[config.mk]
export PLATFORM = sky130hd
export DESIGN_NAME = m_reg_display_scan
export DESIGN_NICKNAME = d
export VERILOG_FILES = /design/src/rtl/m_display_pkg.sv /design/src/rtl/m_7seg_decoder.sv /design/src/rtl/m_bin2bcd_seq.sv /design/src/rtl/m_reg_display_scan.sv
export SDC_FILE = /design/constraint.sdc
export NUM_CORES = 1
export LEC_CHECK = 0
export ABC_AREA = 1
export BUFFER_PORTS_ARGS = -buffer_cell sky130_fd_sc_hd__buf_2
export CAP_MARGIN = 10
export CORE_MARGIN = 10
export CORE_UTILIZATION = 32
export DETAILED_ROUTE_END_ITERATION = 10
export HOLD_SLACK_MARGIN = 0.06
export PLACE_DENSITY = 0.53
export SYNTH_ARGS = -nofsm -noshare
export SYNTH_HDL_FRONTEND = slang
export SYNTH_HIERARCHICAL = 1
export SYNTH_SLANG_ARGS = --single-unit
[constraint.sdc]
create_clock -name clk -period 2.8 [get_ports clk]
set_input_delay 0.14 -clock clk [delete_from_list [all_inputs] [get_ports clk]]
set_output_delay 0.14 -clock clk [all_outputs]
set_load 0.02 [all_outputs]
[src/rtl/m_display_pkg.sv]
// Shared types and constants for the register-snooping 7-segment display.
// Holds the FSM state encoding, the default watched register and the blank pattern.
package m_display_pkg;

  typedef enum logic [1:0] {
    ST_IDLE    = 2'd0,
    ST_CONVERT = 2'd1,
    ST_COMMIT  = 2'd2
  } conv_state_t;

  // One captured register write: the value and the mode it was written in.
  typedef struct packed {
    logic [31:0] data;
    logic        dec;
  } capture_t;

  localparam logic [4:0]  DEFAULT_WATCH_REG = 5'd17;  // s1
  localparam logic [6:0]  SEG_BLANK         = 7'b000_0000;
  localparam int unsigned CONV_STEPS        = 32;
  localparam logic [4:0]  LAST_STEP         = 5'(CONV_STEPS - 1);

endpackage

[src/rtl/m_7seg_decoder.sv]
// Hex digit to 7-segment pattern, active-high segments ordered {g,f,e,d,c,b,a}.
module m_7seg_decoder (
  input  logic [3:0] digit,
  output logic [6:0] segment
);

  always_comb begin
    unique case (digit)
      4'h0: segment = 7'h3F;
      4'h1: segment = 7'h06;
      4'h2: segment = 7'h5B;
      4'h3: segment = 7'h4F;
      4'h4: segment = 7'h66;
      4'h5: segment = 7'h6D;
      4'h6: segment = 7'h7D;
      4'h7: segment = 7'h07;
      4'h8: segment = 7'h7F;
      4'h9: segment = 7'h6F;
      4'hA: segment = 7'h77;
      4'hB: segment = 7'h7C;
      4'hC: segment = 7'h39;
      4'hD: segment = 7'h5E;
      4'hE: segment = 7'h79;
      default: segment = 7'h71;
    endcase
  end

endmodule

[src/rtl/m_bin2bcd_seq.sv]
// Sequential double-dabble converter: one shift/add-3 step per cycle for 32 cycles.
// done is high in the cycle whose closing edge performs the final step.
module m_bin2bcd_seq
  import m_display_pkg::*;
#(
  parameter int unsigned NUM_DIGITS = 6
) (
  input  logic                    clk,
  input  logic                    reset,
  input  logic                    start,
  input  logic [31:0]             bin,
  output logic                    done,
  output logic [4*NUM_DIGITS-1:0] bcd,
  output logic                    overflow
);

  localparam int unsigned BCD_W = 4 * NUM_DIGITS;

  logic [31:0]      bin_q;
  logic [BCD_W-1:0] bcd_q;
  logic [BCD_W-1:0] adj;
  logic [4:0]       step_q;
  logic             running_q;
  logic             ovf_q;

  // NOTE: assign every always_comb output before any conditional update so no latch is inferred.
  always_comb begin
    adj = bcd_q;
    for (int d = 0; d < int'(NUM_DIGITS); d++) begin
      if (bcd_q[4*d +: 4] >= 4'd5) adj[4*d +: 4] = bcd_q[4*d +: 4] + 4'd3;
    end
  end

  // A bit leaving the top digit means the value no longer fits in NUM_DIGITS decimals;
  // the digits that remain are the value modulo 10^NUM_DIGITS.
  // NOTE: state registers use non-blocking assignments so every flop samples pre-edge values.
  always_ff @(posedge clk or posedge reset) begin
    if (reset) begin
      bin_q     <= '0;
      bcd_q     <= '0;
      step_q    <= '0;
      running_q <= 1'b0;
      ovf_q     <= 1'b0;
    end else if (start) begin
      bin_q     <= bin;
      bcd_q     <= '0;
      step_q    <= '0;
      running_q <= 1'b1;
      ovf_q     <= 1'b0;
    end else if (running_q) begin
      bcd_q  <= {adj[BCD_W-2:0], bin_q[31]};
      bin_q  <= {bin_q[30:0], 1'b0};
      ovf_q  <= ovf_q | adj[BCD_W-1];
      step_q <= step_q + 5'd1;
      if (step_q == LAST_STEP) running_q <= 1'b0;
    end
  end

  assign done     = running_q && (step_q == LAST_STEP);
  assign bcd      = bcd_q;
  assign overflow = ovf_q;

endmodule

[src/rtl/m_reg_display_scan.sv]
// Snoops writes to one register-file entry and shows the value, in hex or unsigned
// decimal, on a multiplexed common 7-segment display.
module m_reg_display_scan
  import m_display_pkg::*;
#(
  parameter int unsigned NUM_DIGITS  = 6,
  parameter logic [4:0]  WATCH_REG   = DEFAULT_WATCH_REG,
  parameter int unsigned REFRESH_DIV = 1000
) (
  input  logic                  clk,
  input  logic                  reset,
  input  logic                  write_en,
  input  logic [4:0]            write_reg,
  input  logic [31:0]           write_data,
  input  logic                  dec_mode,
  output logic [NUM_DIGITS-1:0] digit_sel,
  output logic [6:0]            segment,
  output logic                  busy,
  output logic                  overflow
);

  localparam int unsigned BCD_W = 4 * NUM_DIGITS;
  localparam int unsigned IDX_W = (NUM_DIGITS > 1) ? $clog2(NUM_DIGITS) : 1;
  localparam int unsigned CNT_W = $clog2(REFRESH_DIV);
  localparam logic [IDX_W-1:0] LAST_IDX = IDX_W'(NUM_DIGITS - 1);
  localparam logic [CNT_W-1:0] LAST_CNT = CNT_W'(REFRESH_DIV - 1);

  conv_state_t state_q, state_d;
  capture_t    cur_req, req, pend_q, pend_d;
  logic        pend_valid_q, pend_valid_d;
  logic        capture, req_valid;
  logic        conv_start, conv_done, conv_ovf, hex_load, commit;
  logic [BCD_W-1:0] conv_bcd;

  logic [NUM_DIGITS-1:0][3:0] disp_q;
  logic                       disp_dec_q;
  logic [CNT_W-1:0]           refresh_q;
  logic [IDX_W-1:0]           idx_q;
  logic [3:0]                 cur_digit;
  logic [6:0]                 dec_seg;
  logic                       blank;

  assign capture   = write_en && (write_reg == WATCH_REG);
  assign cur_req   = '{data: write_data, dec: dec_mode};
  // A write in the current cycle is newer than anything already waiting.
  assign req_valid = capture || pend_valid_q;
  assign req       = capture ? cur_req : pend_q;

  always_comb begin
    state_d      = state_q;
    pend_d       = pend_q;
    pend_valid_d = pend_valid_q;
    conv_start   = 1'b0;
    hex_load     = 1'b0;
    commit       = 1'b0;
    unique case (state_q)
      ST_IDLE: begin
        if (req_valid) begin
          pend_valid_d = 1'b0;
          if (req.dec) begin
            conv_start = 1'b1;
            state_d    = ST_CONVERT;
          end else begin
            hex_load = 1'b1;
          end
        end
      end
      ST_CONVERT: begin
        if (capture) begin
          pend_d       = cur_req;
          pend_valid_d = 1'b1;
        end
        if (conv_done) state_d = ST_COMMIT;
      end
      ST_COMMIT: begin
        // Chain straight into the next conversion; a hex request waits one cycle in IDLE
        // so it does not collide with this commit.
        commit  = 1'b1;
        state_d = ST_IDLE;
        if (req_valid) begin
          if (req.dec) begin
            conv_start   = 1'b1;
            pend_valid_d = 1'b0;
            state_d      = ST_CONVERT;
          end else begin
            pend_d       = req;
            pend_valid_d = 1'b1;
          end
        end
      end
      default: state_d = ST_IDLE;
    endcase
  end

  always_ff @(posedge clk or posedge reset) begin
    if (reset) begin
      state_q      <= ST_IDLE;
      pend_q       <= '0;
      pend_valid_q <= 1'b0;
    end else begin
      state_q      <= state_d;
      pend_q       <= pend_d;
      pend_valid_q <= pend_valid_d;
    end
  end

  m_bin2bcd_seq #(
    .NUM_DIGITS(NUM_DIGITS)
  ) u_bin2bcd (
    .clk     (clk),
    .reset   (reset),
    .start   (conv_start),
    .bin     (req.data),
    .done    (conv_done),
    .bcd     (conv_bcd),
    .overflow(conv_ovf)
  );

  // All digits change together, only from a hex load or a finished conversion.
  always_ff @(posedge clk or posedge reset) begin
    if (reset) begin
      disp_q     <= '0;
      disp_dec_q <= 1'b0;
      overflow   <= 1'b0;
    end else if (hex_load) begin
      disp_q     <= req.data[BCD_W-1:0];
      disp_dec_q <= 1'b0;
      overflow   <= 1'b0;
    end else if (commit) begin
      disp_q     <= conv_bcd;
      disp_dec_q <= 1'b1;
      overflow   <= conv_ovf;
    end
  end

  always_ff @(posedge clk or posedge reset) begin
    if (reset) begin
      refresh_q <= '0;
      idx_q     <= '0;
    end else if (refresh_q == LAST_CNT) begin
      refresh_q <= '0;
      idx_q     <= (idx_q == LAST_IDX) ? '0 : idx_q + 1'b1;
    end else begin
      refresh_q <= refresh_q + 1'b1;
    end
  end

  // Leading-zero suppression: a digit is blank when it and every digit above it are zero.
  always_comb begin
    blank = 1'b0;
    if (disp_dec_q && (idx_q != '0)) begin
      blank = 1'b1;
      for (int i = 0; i < int'(NUM_DIGITS); i++) begin
        if ((i >= int'(idx_q)) && (disp_q[i] != 4'd0)) blank = 1'b0;
      end
    end
  end

  assign cur_digit = disp_q[idx_q];

  m_7seg_decoder u_decoder (
    .digit  (cur_digit),
    .segment(dec_seg)
  );

  assign segment   = blank ? SEG_BLANK : dec_seg;
  assign digit_sel = ~(NUM_DIGITS'(1) << idx_q);
  assign busy      = (state_q != ST_IDLE);

endmodule

==> out/qor.txt, run 1 <==
diodes inserted = 0
DRC = 0
Crit path largest cell delay = 490 ps
CTS Root Cell = clkbuf_16
critical path launch point = idx_q[0]
area growth from synthesis to layout = 14.8%
Max Transition Viols Final = 0
FP Rows = 58
fillcell total = 2631
largest net degree at the start of global routing = 57
worst path arrival time = 2450 ps
Setup TNS = 0 ps
Vias per Instance = 4.63
first-pass GRT wire length = 35100 um
CTS tree = yes
Leak = 5.00 nW
DIE WIDTH = 179 um
Slew @ Worst Pin = 736 ps
FF-to-FF setup slack = 730 ps
post-synthesis register bit count = 138
Vias = 6865
final antenna-violating net count = 0
Post-Place Setup Slack = 80.1 ps
final worst path period need = 2590 ps
Inserted Clock Buffers = 17
Critical Path End = segment[3]
die area = 32100 sq um
P per Cell Area = 791 nW/um^2
total grt overflow = 0
Syn Area/Cell = 7.40 sq um
DP HPWL = 14100 um
sequential fraction of the synthesis area = 42.6%
final clock skew = 11.0 ps
max_cap viols = 0
Max IR drop VDD = 0.000394 V
outcome = complete, no violations
Worst Reg-to-Reg Cells = 8
Starting Density = 32.4%
final setup violation count = 0
die height = 179 um
Final Net Count = 1211
Async SR Flop Fraction = 100%
relative slew slack = 50.9%
critical path fanouts, max = 12
R2R Path Start = state_q[0]
unrepaired setup endpoints after global routing = false
Yosys warning count = 6
worst min path class = primary input to flop
Most used DFF post-synth = dfrtp_1
Core Region = 25000 sq um
H-tree Lvls = 4
Critical Path RT = 2660 ps
fmax = 385 MHz
first drt pass iteration count = 5
Starting DRT DRC Count = 426
Max clock buf depth = 2
Synth cell types = 41
Post-Synthesis Cells = 1096
Placer Congestion = 0.831
r2r endpoint = u_bin2bcd/bin_q[15]
Worst setup SP type = flop
I/O pin total = 56
GRT Overall Usage = 13.5%
antenna violations before repair = 0
Worst-Skew Late Latency = 430 ps
Post-synth EDFFs = 0
critical path type = flop to output port
share of layout cells above drive strength 1 = 12.6%
setup ws final = 205 ps
CTS sink cnt = 138
routed wire length = 20500 um
fin crit share = 92.7%
Port Buffers = 55
WL per Instance = 13.8 um
clock-pin slew on the worst setup and hold paths = 70 ps
Hold Startpoint = write_data[28]
Top cell by count, worst path = nand2_1
Setup crit end kind = output port
Synth Net Count = 1168
CP max-delay cell = dfrtp_4
number of global-route vias before repair = 6837
Hold Violations, Final = 0
synthesized cell area = 8110 sq um
Cell Chain, Critical Path = clkbuf_4 -> o21ai_0 -> o21ai_2 -> inv_2 -> ha_1 -> nand2_1 -> o21ai_0 -> nand2_1 -> nand2_1 -> inv_1 -> nor2_1 -> buf_4
registers in the layout (all words and copies together), names as in the netlist:
| signal | cells |
|---|---|
| u_bin2bcd/step_q | 5 |
| refresh_q | 10 |
| pend_q | 33 |
| u_bin2bcd/running_q | 1 |
| idx_q | 3 |
| u_bin2bcd/bcd | 24 |
| disp_dec_q | 1 |
| state_q | 2 |
| disp_q | 24 |
| overflow | 1 |
| pend_valid_q | 1 |
| u_bin2bcd/overflow | 1 |
| u_bin2bcd/bin_q | 32 |
worst min-delay path by stage:
stage | to | cells after the start | slack, ps
global placement | u_bin2bcd/bcd[15] | 2 | 100
detailed placement | u_bin2bcd/bcd[15] | 2 | 100
CTS | pend_q[29] | 5 | 70
finish | pend_q[29] | 5 | 80
floorplan | pend_q[19] | 4 | 390
global route | pend_q[32] | 5 | 100
Yosys cell counts (2+ instances only):
| master | count | area (sq um) |
|---|---|---|
| nor2_4 | 2 | 22.5 |
| nand3b_1 | 2 | 15.0 |
| a21oi_2 | 2 | 17.5 |
| nor2_1 | 51 | 191 |
| o211ai_2 | 6 | 75.1 |
| nand2_1 | 391 | 1470 |
| nand3_1 | 93 | 465 |
| a22o_1 | 2 | 17.5 |
| o21ai_0 | 71 | 355 |
| xor2_1 | 8 | 70.1 |
| o221ai_1 | 19 | 166 |
| o22ai_1 | 7 | 43.8 |
| ha_1 | 31 | 388 |
| o21ai_1 | 18 | 90.1 |
| nand2_2 | 2 | 12.5 |
| inv_1 | 153 | 574 |
| buf_2 | 15 | 75.1 |
| nand2_4 | 3 | 33.8 |
| nor3_1 | 3 | 15.0 |
| dfrtp_1 | 138 | 3450 |
| buf_1 | 3 | 11.3 |
| o221ai_2 | 4 | 60.1 |
| buf_6 | 6 | 67.6 |
| inv_2 | 5 | 18.8 |
| nor2_8 | 2 | 40.0 |
| buf_4 | 13 | 97.6 |
| o211ai_1 | 2 | 15.0 |
| a21oi_1 | 14 | 70.1 |
| nand4_1 | 9 | 56.3 |
| clkbuf_1 | 10 | 37.5 |
metal layers:
layer	GRT usage (%)	up-vias	wire (um)
li1	-	3566	-
met1	19.2	3158	10800
met2	20.4	126	8640
met3	3.33	15	897
met4	2.66	0	142
met5	0	-	0
through the flow:
step | hold slack [ps] | cell area, sq um | utilization [%] | total power, mW | instances
floorplan | 385 | 8110 | - | 4.55 | 1096
global placement | 104 | 8660 | 34.6 | 5.09 | 1446
detailed placement | 100 | 8660 | 34.6 | 5.10 | 1446
CTS | 69.5 | 9270 | 37.0 | 7.42 | 1479
global route | 103 | 9320 | 37.2 | 7.95 | 1482
finish | 77.8 | 9320 | 37.2 | 7.37 | 1482
where the power goes:
| group | leakage, nW | total, mW | switching (mW) | internal (mW) |
|---|---|---|---|---|
| Clock | 0.278 | 2.27 | 0.922 | 1.35 |
| Combinational | 2.93 | 2.36 | 1.54 | 0.820 |
| Sequential | 1.79 | 2.74 | 0.368 | 2.37 |
worst max-delay path, delay by kind of cell (launching register included):
family          cells  cell delay (ps)
compound gates      3              460
simple gates        4              300
fa+ha+maj           1              290
buf+inv             4              510
flops               1              490
cells by family after synthesis:
family | share of synthesized area [%]
simple gates | 29.0
buf+inv | 11.1
compound gates | 11.7
flops | 42.6
fa+ha+maj | 4.78
xor+xnor | 0.864
layout by cell type, fill, tap and decap left out, types with 8 or more instances in the layout:
cell       instances
nand2_1          391
inv_1            149
dfrtp_1          136
nand3_1           93
o21ai_0           66
buf_2             54
nor2_1            48
ha_1              31
o21ai_1           19
o221ai_1          19
clkbuf_16         17
a21oi_1           14
buf_4             11
nand4_1            9
xor2_1             8
cell type report:
type	count	area, sq um	area share, %
multi-input cells	750	3790	40.7
flip-flops and latches	138	3460	37.1
inverters	161	618	6.63
repair buffers	71	450	4.83
clock buffers	20	447	4.79
well taps	330	413	4.43
clock inverters	12	140	1.50
repair_timing:
action | in CTS | in global routing
setup endpoints to repair | 7 | 7
endpoints found under the hold margin | 101 | 0
pin swaps | 0 | 1
hold buffers | 1 | 0
resized for setup | 8 | 12
setup buffers | 0 | 3
Power figures use the tool's default switching activity.
==> inputs of run 2 (changes only) <==
--- a/config.mk
+++ b/config.mk
@@ -10,7 +10,9 @@
 export CAP_MARGIN = 10
 export CORE_MARGIN = 10
 export CORE_UTILIZATION = 32
+export CTS_BUF_LIST = sky130_fd_sc_hd__clkbuf_8
 export DETAILED_ROUTE_END_ITERATION = 10
+export GPL_TIMING_DRIVEN = 0
 export HOLD_SLACK_MARGIN = 0.06
 export PLACE_DENSITY = 0.53
 export SYNTH_ARGS = -nofsm -noshare
==> run 2 against run 1 <==
Sequential cell count unchanged. Sequential share of layout area shrank 0.42 points. Maximum frequency is 0.20% higher. Via count grew 4.2%. Die area unchanged. Design area up 1.0%. Count of clock-buffer cells in the layout decreased by 3. Critical path depth grew 3. Combinational power rose by 9.7%. First-iteration DRC count grew 12%. Non-clock buffer count increased by 45. Core utilization up 0.39 points. Critical path type unchanged. Critical endpoint unchanged.
==> out/qor.txt, run 2 (synthesized netlist as in run 1, its figures left out) <==
outcome = complete, no violations
commonest non-fill, non-tap cell in the layout = nand2_1
Starting Density = 32.4% (unchanged)
final setup violation count = 0 (unchanged)
Max IR drop VDD = 0.000365 V (-7.3%)
Top Registers = pend_q x33, u_bin2bcd/bin_q x32
total design power = 7.10 mW (-3.7%)
die area = 32100 sq um (unchanged)
H-tree Lvls = 4 (unchanged)
Max clock buf depth = 2 (unchanged)
clock-pin slew on the worst setup and hold paths = 90 ps (+20 ps)
DIE WIDTH = 179 um (unchanged)
Min Hold Slack = 92.0 ps (+14.2 ps)
Worst setup SP type = flop
fillcell total = 2686 (+2.1%)
CP max-delay cell = dfrtp_1
Max Transition Viols Final = 0 (unchanged)
Setup TNS = 0 ps (unchanged)
CTS Root Cell = clkbuf_8
routed wire length = 23100 um (+13%)
FP Rows = 58 (unchanged)
Hold Violations, Final = 0 (unchanged)
CTS sink cnt = 138 (unchanged)
Setup crit end kind = output port
share of layout cells above drive strength 1 = 14.3% (+1.7 points)
critical path launch point = idx_q[1]
Hold Startpoint = write_data[31]
number of flip-flops in the largest register = 33 (unchanged)
non-filler cells, final = 1527 (+3.0%)
Slew @ Worst Pin = 884 ps (+148 ps)
critical path fanouts, max = 10 (-2)
max_cap viols = 0 (unchanged)
most frequent cells in the layout = 391 x nand2_1, 149 x inv_1, 137 x dfrtp_1, 93 x nand3_1, 68 x buf_2
Port Buffers = 55 (unchanged)
Core Region = 25000 sq um (unchanged)
die height = 179 um (unchanged)
first drt pass iteration count = 5 (unchanged)
I/O pin total = 56 (unchanged)
family with the most delay on the worst path = compound AO/OA/AOI/OAI gates
Placer Congestion = 0.833 (+0.30%)
Worst-Skew Late Latency = 460 ps (+30 ps)
largest net degree at the start of global routing = 64 (+12%)
DRC = 0 (unchanged)
R2R Path Start = state_q[0]
area growth from synthesis to layout = 16.1%
final clock skew = 20.8 ps (+9.85 ps)
fmax = 386 MHz (+0.20%)
Top cell by count, worst path = nand2_1
diodes inserted = 0 (unchanged)
Top reg by flops = pend_q
relative slew slack = 41.1% (-9.8 points)
Buf+Inv Stages, Crit Path = 4 (unchanged)
worst path arrival time = 2450 ps (about the same)
Cell Chain, Critical Path = buf_4 -> a21oi_1 -> o21ai_1 -> o21ai_1 -> nand2_1 -> o21ai_2 -> inv_2 -> ha_1 -> nand2_1 -> o21ai_1 -> nand2_1 -> nand2_1 -> inv_1 -> nor2_1 -> buf_4
fin crit share = 92.5% (-0.19 points)
CTS tree = yes
final antenna-violating net count = 0 (unchanged)
final worst path period need = 2590 ps (-5.25 ps)
GRT Overall Usage = 14.8% (+1.2 points)
worst min path class = primary input to flop
number of global-route vias before repair = 6939 (+1.5%)
Crit path largest cell delay = 430 ps (-60 ps)
P per Cell Area = 754 nW/um^2 (-4.7%)
Leak = 5.09 nW (+1.8%)
Final Net Count = 1256 (+3.7%)
FF-to-FF setup slack = 330 ps (-400 ps)
WL per Instance = 15.1 um (+9.4%)
Starting DRT DRC Count = 475 (+12%)
Inserted Clock Buffers = 17 (unchanged)
antenna violations before repair = 0 (unchanged)
Critical Path RT = 2660 ps (about the same)
total grt overflow = 0 (unchanged)
placed instance count = 1482 (+2.5%)
DP HPWL = 17100 um (+22%)
Vias per Instance = 4.68 (+1.1%)
critical path type = flop to output port
first-pass GRT wire length = 37300 um (+6.3%)
Vias = 7153 (+4.2%)
-- run 2: changes by cell type in the layout (fill, tap and decap cells not counted), sizes merged --
cell / before / now
bufinv: 2 / 3
dlygate4sd3: 1 / 8
buf: 69 / 99
clkinvlp: 3 / 1
inv: 163 / 167
clkbuf: 21 / 26
-- run 2: final cells by class --
type | count | area (sq um) | share of cell area [%]
multi-input cells | 750 | 3780 | 40.2
flip-flops and latches | 138 | 3450 | 36.7
inverters | 161 | 622 | 6.60
repair buffers | 69 | 423 | 4.49
well taps | 330 | 413 | 4.38
plain buffers | 47 | 303 | 3.22
clock buffers | 17 | 234 | 2.48
clock inverters | 15 | 185 | 1.97
-- run 2: metrics by stage --
stage | worst slack, ps | util (%) | area (sq um)
floorplan | 371 | - | 8110
global placement | -581 | 35.2 | 8800
detailed placement | -23.1 | 35.3 | 8830
CTS | 38.5 | 37.4 | 9370
global route | -1.70 | 37.6 | 9420
finish | 210 | 37.6 | 9420
-- run 2: worst min-delay path, delay by kind of cell --
family,cells,cell delay (ps)
buffers and inverters,1,80
and+or+nand+nor,4,300
-- run 2: final timing paths --
path                                        to  cells past startpoint
min in group asynchronous           pend_q[14]                      3
min                                 pend_q[32]                      5
max reg2reg                u_bin2bcd/bin_q[23]                      9
max                                 segment[3]                     15
min reg2reg                          pend_q[7]                      2
max in group asynchronous     u_bin2bcd/bcd[7]                      3
-- run 2: routing by layer --
metal	GRT usage (%)	share of wire, %	vias to the layer above	wire length (um)
met5	0	0	-	0
met4	3.28	1.1	0	260
met3	3.20	4.3	16	993
met2	23.7	46	129	10600
met1	19.9	49	3352	11300
li1	-	-	3656	-
-- run 2: what timing repair did --
| item | CTS | global route |
|---|---|---|
| resized for setup | 11 | 20 |
| hold buffers | 8 | 0 |
| setup endpoints to repair | 7 | 7 |
| hold endpoints to repair | 102 | 0 |
| buffers inserted | 2 | 2 |
| gates cloned | 0 | 1 |
| pin swaps | 2 | 6 |
-- run 2: power by group --
group	leakage (nW)	internal, mW	total [mW]	switching [mW]
logic	3.08	0.937	2.59	1.65
registers	1.79	2.36	2.72	0.354
clock network	0.214	0.898	1.79	0.895
total	5.09	4.20	7.10	2.90
